[src/rtl/alu_pkg.sv]
// Shared ALU definitions: control codes, operand width and the small
// state enums used by the ALU sharing logic.
package alu_pkg;

    localparam int ALU_W = 32;

    typedef enum logic [2:0] {
        ALU_AND = 3'b000,
        ALU_OR  = 3'b001,
        ALU_ADD = 3'b010,
        ALU_SUB = 3'b110,
        ALU_SLT = 3'b111
    } alu_op_e;

    typedef enum logic {
        SLOT_EMPTY = 1'b0,
        SLOT_FULL  = 1'b1
    } slot_e;

    typedef enum logic {
        PTR_REQ0 = 1'b0,
        PTR_REQ1 = 1'b1
    } ptr_e;

endpackage

[src/rtl/alu_share_arbiter_rr_arb2.sv]
// Two-way round-robin grant: one-hot grant from the eligible vector,
// pointer flips to the other requester after every grant.
module rr_arb2
    import alu_pkg::*;
(
    input  logic [1:0] elig_i,
    input  ptr_e       ptr_i,
    input  logic       upd_i,
    output logic [1:0] gnt_o,
    output ptr_e       ptr_next_o
);

    always_comb begin
        gnt_o      = 2'b00;
        ptr_next_o = ptr_i;
        unique case (elig_i)
            2'b01:   gnt_o = 2'b01;
            2'b10:   gnt_o = 2'b10;
            2'b11:   gnt_o = (ptr_i == PTR_REQ1) ? 2'b10 : 2'b01;
            default: gnt_o = 2'b00;
        endcase
        if (upd_i && (gnt_o != 2'b00)) begin
            ptr_next_o = gnt_o[0] ? PTR_REQ1 : PTR_REQ0;
        end
    end

endmodule

[src/rtl/alu_share_arbiter.sv]
// Time-shares one ALU between two requesters, capturing each result
// into a per-requester response slot drained over valid/ready.
module alu_share_arbiter
    import alu_pkg::*;
#(
    parameter int WIDTH = ALU_W
) (
    input  logic             clk,
    input  logic             reset,
    input  logic             req0_valid,
    output logic             req0_ready,
    input  logic [WIDTH-1:0] req0_a,
    input  logic [WIDTH-1:0] req0_b,
    input  logic [2:0]       req0_op,
    output logic             resp0_valid,
    input  logic             resp0_ready,
    output logic [WIDTH-1:0] resp0_result,
    output logic             resp0_zero,
    input  logic             req1_valid,
    output logic             req1_ready,
    input  logic [WIDTH-1:0] req1_a,
    input  logic [WIDTH-1:0] req1_b,
    input  logic [2:0]       req1_op,
    output logic             resp1_valid,
    input  logic             resp1_ready,
    output logic [WIDTH-1:0] resp1_result,
    output logic             resp1_zero,
    output logic [WIDTH-1:0] alu_a,
    output logic [WIDTH-1:0] alu_b,
    output logic [2:0]       alu_control,
    input  logic [WIDTH-1:0] alu_result,
    input  logic             alu_zero
);

    slot_e            slot0_q, slot0_d, slot1_q, slot1_d;
    ptr_e             ptr_q, ptr_d;
    logic [WIDTH-1:0] res0_q, res0_d, res1_q, res1_d;
    logic             zero0_q, zero0_d, zero1_q, zero1_d;
    logic [1:0]       elig;
    logic [1:0]       gnt;

    // A full slot can accept a new op only in the cycle it is drained
    always_comb begin
        elig    = 2'b00;
        elig[0] = req0_valid & ((slot0_q == SLOT_EMPTY) | resp0_ready) & ~reset;
        elig[1] = req1_valid & ((slot1_q == SLOT_EMPTY) | resp1_ready) & ~reset;
    end

    rr_arb2 u_arb (
        .elig_i    (elig),
        .ptr_i     (ptr_q),
        .upd_i     (~reset),
        .gnt_o     (gnt),
        .ptr_next_o(ptr_d)
    );

    // AND-mux keeps the ALU inputs at zero when idle
    always_comb begin
        alu_a       = ({WIDTH{gnt[0]}} & req0_a)  | ({WIDTH{gnt[1]}} & req1_a);
        alu_b       = ({WIDTH{gnt[0]}} & req0_b)  | ({WIDTH{gnt[1]}} & req1_b);
        alu_control = ({3{gnt[0]}} & req0_op) | ({3{gnt[1]}} & req1_op);
    end

    always_comb begin
        slot0_d = slot0_q;
        res0_d  = res0_q;
        zero0_d = zero0_q;
        if (gnt[0]) begin
            slot0_d = SLOT_FULL;
            res0_d  = alu_result;
            zero0_d = alu_zero;
        end else if (resp0_ready) begin
            slot0_d = SLOT_EMPTY;
        end
    end

    always_comb begin
        slot1_d = slot1_q;
        res1_d  = res1_q;
        zero1_d = zero1_q;
        if (gnt[1]) begin
            slot1_d = SLOT_FULL;
            res1_d  = alu_result;
            zero1_d = alu_zero;
        end else if (resp1_ready) begin
            slot1_d = SLOT_EMPTY;
        end
    end

    always_ff @(posedge clk) begin
        if (reset) begin
            slot0_q <= SLOT_EMPTY;
            slot1_q <= SLOT_EMPTY;
            ptr_q   <= PTR_REQ0;
            res0_q  <= '0;
            res1_q  <= '0;
            zero0_q <= 1'b0;
            zero1_q <= 1'b0;
        end else begin
            slot0_q <= slot0_d;
            slot1_q <= slot1_d;
            ptr_q   <= ptr_d;
            res0_q  <= res0_d;
            res1_q  <= res1_d;
            zero0_q <= zero0_d;
            zero1_q <= zero1_d;
        end
    end

    always_comb begin
        req0_ready   = gnt[0];
        req1_ready   = gnt[1];
        resp0_valid  = (slot0_q == SLOT_FULL);
        resp1_valid  = (slot1_q == SLOT_FULL);
        resp0_result = res0_q;
        resp1_result = res1_q;
        resp0_zero   = zero0_q;
        resp1_zero   = zero1_q;
    end

endmodule

[config.mk]
export PLATFORM = sky130hd
export DESIGN_NAME = alu_share_arbiter
export DESIGN_NICKNAME = d
export VERILOG_FILES = /design/src/rtl/alu_pkg.sv /design/src/rtl/alu_share_arbiter_rr_arb2.sv /design/src/rtl/alu_share_arbiter.sv
export SDC_FILE = /design/constraint.sdc
export NUM_CORES = 1
export LEC_CHECK = 0
export ABC_CLOCK_PERIOD_IN_PS = 1300
export CAP_MARGIN = 20
export CORE_MARGIN = 1.5
export CORE_UTILIZATION = 32
export DETAILED_ROUTE_END_ITERATION = 7
export PLACE_DENSITY_LB_ADDON = 0.2
export SYNTH_ARGS = -nofsm -noshare
export SYNTH_HDL_FRONTEND = slang
export SYNTH_SLANG_ARGS = --single-unit
[constraint.sdc]
create_clock -name clk -period 1.3 [get_ports clk]
set_input_delay 0.26 -clock clk [delete_from_list [all_inputs] [get_ports clk]]
set_output_delay 0.26 -clock clk [all_outputs]
set_load 0.005 [all_outputs]
==> Word-level counts from Yosys, hierarchy flattened <==
Cells that the tools add are included.
{ "word_totals": {"reg_bits": 69, "input_bits": 173, "output_inout_bits": 137, "word_cells": 39} }
{ "classes": {"n_eq_ne": 3, "n_mux": 7, "n_bitwise": 18, "n_reduce_logical": 4} }
{ "op_table": {"columns": ["op", "n"], "rows": [
  ["$and A32 B32 Y32", 4],
  ["$or A32 B32 Y32", 2],
  ["$and A3 B3 Y3", 2],
  ["$pmux W2 S3", 1],
  ["$reduce_bool A2 Y1", 3],
  ["$mux W1", 5],
  ["$and A1 B1 Y1", 4],
  ["$eq A2 B2 Y1 const B", 2],
  ["$not A1 Y1", 3],
  ["$or A3 B3 Y3", 1],
  ["$eq A2 B1 Y1 const B", 1],
  ["$mux W2", 1],
  ["$or A1 B1 Y1", 2],
  ["$logic_and A1 B1 Y1", 1]
]} }

==> Logic depth before layout (Yosys ltp) <==
Gate-level depths: netlist of run 1.
{ "depth": {"ltp_word": 8, "depth_mapped": 5} }

==> By module <==
A second synthesis of run 1 with hierarchy kept.
{ "unflattened": {"cells_unflattened": 311, "hier_area_um2": 3144.3} }
{ "modules_own_cells": {"columns": ["module", "instances", "cells_each", "area_each_um2", "seq_area_each_um2"], "rows": [
  ["alu_share_arbiter", 1, 306, 3114.2, 1381.3],
  ["rr_arb2", 1, 5, 30.0, 0.0]
]} }

==> Worst setup path before layout of run 1 <==
No wires, ideal clock.
{ "synth_timing": {"kind": "register to output", "from": "reg slot1_q, in the netlist resp1_valid", "to": "out alu_b[22]", "arrival_ps": 1180, "required_time_ps": 1040, "slack_ps": -140, "path_stages_with_launch": 6, "path_buffers": 2, "path_cell_list": "dfxtp_1 > nor2b_2 > o211ai_2 > buf_6 > buf_6 > o32ai_2"} }
{ "synth_via": {"elab_chain_len": 8} }
{ "synth_lines": {"columns": ["element", "line_no", "source"], "rows": [
  ["start, declared", "alu_share_arbiter.sv:35", "slot_e slot0_q, slot0_d, slot1_q, slot1_d;"],
  ["start signal, assigned", "alu_share_arbiter.sv:101", "slot1_q <= slot1_d;"],
  ["$not A1 Y1 (*)", "alu_share_arbiter.sv:46", "elig[1] = req1_valid & ((slot1_q == SLOT_EMPTY) | resp1_ready) & ~reset;"],
  ["$or A1 B1 Y1 (*)", "alu_share_arbiter.sv:46", null],
  ["$and A1 B1 Y1 (*) (2 in series)", "alu_share_arbiter.sv:46", null],
  ["$eq A2 B2 Y1 or $eq A2 B1 Y1 (tied branches)", "alu_share_arbiter_rr_arb2.sv:16", "unique case (elig_i)"],
  ["$pmux W2 S3 (*)", "alu_share_arbiter_rr_arb2.sv:16", null],
  ["$and A32 B32 Y32", "alu_share_arbiter.sv:60", "alu_b = ({WIDTH{gnt[0]}} & req0_b) | ({WIDTH{gnt[1]}} & req1_b);"],
  ["$or A32 B32 Y32 (*)", "alu_share_arbiter.sv:60", null],
  ["end, declared", "alu_share_arbiter.sv:29", "output logic [WIDTH-1:0] alu_b,"]
]} }
Mark *: on every way between the ends. The rest lies on a longest branch, timed or not.

==> Worst setup path after layout of run 1 <==
{ "layout_timing": {"from": "reg slot1_q, in the netlist resp1_valid", "to": "out alu_b[12]"} }
The elaborated chain is that of the path after synthesis.

==> flow_summary.ini, run 1 <==
[power]
peakVddDrop_v = 0.000801
power_density_nw_per_um2 = 869
power.leakage_nw = 4.15
p_total_w = 0.00792

[placed_design]
dp_hpwl_mm = 13.2
dp.cells = 972
gp_congestion = 0.866
pre_cts_ws_ns = -1.16
port_buffers = 309
dpl_cell_area_um2 = 7870

[finish]
drive_gt1_frac = 0.280
seq_area_um2 = 1390
syn_to_final_growth_pct = 108
stdcell_area_um2 = 9120
fillers = 1038
multi_input_area_um2 = 3140
fin_nets = 1017
finalNonFillerCells = 1027

[floorplan]
start_util = 0.330
die_y_um = 120
dieWidth_um = 120
core_area_um2 = 13300
io-pin-count = 310
die-area_um2 = 14400
fp-row-count = 42

[drt]
totalWireLength_mm = 19.7
drt-pass1-iter-count = 4
num_vias = 5042
drt_iter0_markers = 256
via_per_inst = 4.91
post_drt_wl_per_cell_um = 19.2
drtAntennaViolNets = 0
drc = 0

[yosys]
netlist.area_leader.share = 0.314
syn_nets = 674
ys_seq_area_frac = 0.314
post_synth_main_area_contributors = dfxtp_1, nand2b_1, mux2i_1, o32ai_1, inv_1
ys_ff_latch = 69
syn_area_um2 = 4390
ys_warn_count = 0
synth_cell_types = 19
syn_inst = 501
yosysTopAreaCell = dfxtp_1
avgSynthCellArea_um2 = 8.77

[cts]
cts_root_buf = clkbuf_16
cts.sinks = 69
htreeDepth = 3
cts_buffers = 9
clock_latency_ns = 0.33
cts_tree = yes
path_clk_slew_ns = 0.05
cts_hold_buffers = 0
clk_path_buf_depth = 2

[worst_setup_path]
cp.required_ns = 1.04
start_kind = flip-flop
critPathKind = reg -> out
reg2reg_slack_ns = -0.32
arrival_ns = 1.79
crit_path_max_fanout = 13
endpoint_kind = output port

[global_route]
grt_first_pass_wirelength_mm = 28.4
track_usage = 0.256
grt_pass1_vias = 5211
grt_max_degree = 43
antenna_found_initial = 2
grt_overflow = 0

[job]
max_cap_viol_count = 0

[sta]
setup_violations = 137
finClkSkew_ns = 0.00448
finalWorstSetupSlack_ns = -0.753
hold_slack_ns = 0.260
hold_viol = 0
worstMarginPinSlew_ns = 0.330
max_freq_mhz = 487
min_period_over_period = 1.58
rsz0062_at_grt = yes
max_slew_margin = 0.780
period_needed_ns = 2.05
slew_viol_final = 0

[min_path]
hold_class = in -> reg

[run_status]
violations = setup timing
status = finished with violations
==> layout make-up <==
class / instances / area share
Clock inverter: 4 / 0.0104
Multi-Input combinational cell: 316 / 0.344
Clock buffer: 12 / 0.0270
Tap cell: 176 / 0.0241
Antenna cell: 2 / 0.000549
Inverter: 68 / 0.0280
Timing Repair Buffer: 380 / 0.413
Sequential cell: 69 / 0.153
==> cell usage after synthesis, drive strengths merged <==
cell type / number
a21oi: 3
buf: 22
o211ai: 2
clkbuf: 26
nor2b: 2
nand2b: 170
o21ai: 1
o32ai: 67
mux2i: 66
o211a: 2
dfxtp: 69
nand2: 1
inv: 68
nor2: 2
==> routing by layer <==
layer / share of wire / track usage / vias to the layer above
met5: 0 / 0 / -
met4: 0.038 / 0.121 / 0
met3: 0.069 / 0.0656 / 43
met2: 0.52 / 0.462 / 215
met1: 0.38 / 0.278 / 2400
li1: - / - / 2384
==> sequential cells by signal (all words and copies together), names as in the netlist <==
register and flops:
resp0_valid 1, resp1_result 32, resp0_result 32, resp0_zero 1, resp1_valid 1, resp1_zero 1
ptr_q 1
==> where the power goes <==
| group | internal, W | switching, W |
|---|---|---|
| registers | 0.00227 | 0.0000799 |
| logic | 0.00167 | 0.00111 |
| clock network | 0.00192 | 0.000870 |
| total | 0.00587 | 0.00206 |
==> kinds of logic (layout without fill, tap and decap cells) <==
group                  Yosys count  count (layout)  share of synthesized area
DFF                             69              69                      0.314
AOI/OAI and AO/OA               75              75                      0.167
and+or+nand+nor                175             175                      0.248
muxes                           66              66                      0.150
buffers and inverters          116             464                      0.120
other                            0               2                          0
==> through the flow <==
stage | util | setup TNS (ns)
2_1_floorplan | - | -2.56
3_3_place_gp | 0.592 | -109.54
3_5_place_dp | 0.592 | -115.08
4_1_cts | 0.664 | -58.31
5_1_grt | 0.686 | -62.37
6_report | 0.686 | -53.19
==> placed cells by master, fill, tap and decap left out, types with 15 or more instances in the layout <==
cell type        count
buf_12              16
buf_2               60
buf_4               27
clkdlybuf4s50_1    167
dfxtp_1             64
dlygate4sd2_1       70
inv_1               68
mux2i_1             65
nand2b_1           167
o32ai_2             51
o32ai_4             15
==> critical path, stage by stage (launching register included) <==
cell and delay [ns]:
dfxtp_2 0.33, nor2b_4 0.17, o211ai_4 0.13, buf_4 0.19, buf_16 0.15, o32ai_2 0.24, clkdlybuf4s15_2 0.25
==> repair_timing <==
action | CTS | global route
setup endpoints to repair | 205 | 134
resized for setup | 417 | 45
pin swaps | 3 | 11
setup buffers | 19 | 9
endpoints found under the hold margin | 0 | 0
gates cloned | 12 | 3
==> final timing paths <==
kind                                  startpoint  cells after the start                to
worst max-delay path                 resp1_valid                      6         alu_b[12]
worst min-delay path                       reset                      2       resp0_valid
worst max register to register       resp1_valid                      6  resp0_result[19]
worst min register to register  resp1_result[10]                      2  resp1_result[10]
(Power assumes the default switching activity.)
==> inputs of run 2 (changes only) <==
--- a/config.mk
+++ b/config.mk
@@ -11,6 +11,7 @@
 export CORE_UTILIZATION = 32
 export DETAILED_ROUTE_END_ITERATION = 7
 export PLACE_DENSITY_LB_ADDON = 0.2
+export SLEW_MARGIN = 20
 export SYNTH_ARGS = -nofsm -noshare
 export SYNTH_HDL_FRONTEND = slang
 export SYNTH_SLANG_ARGS = --single-unit
==> results of run 2 <==
No change in the layout: final DEF, timing and power equal those of run 1.
==> inputs of run 3 (changes only) <==
--- a/config.mk
+++ b/config.mk
@@ -9,6 +9,7 @@
 export CAP_MARGIN = 20
 export CORE_MARGIN = 1.5
 export CORE_UTILIZATION = 32
+export CTS_CLUSTER_DIAMETER = 120
 export DETAILED_ROUTE_END_ITERATION = 7
 export PLACE_DENSITY_LB_ADDON = 0.2
 export SLEW_MARGIN = 20
==> results of run 3 <==
No change in the layout: final DEF, timing and power equal those of run 1.
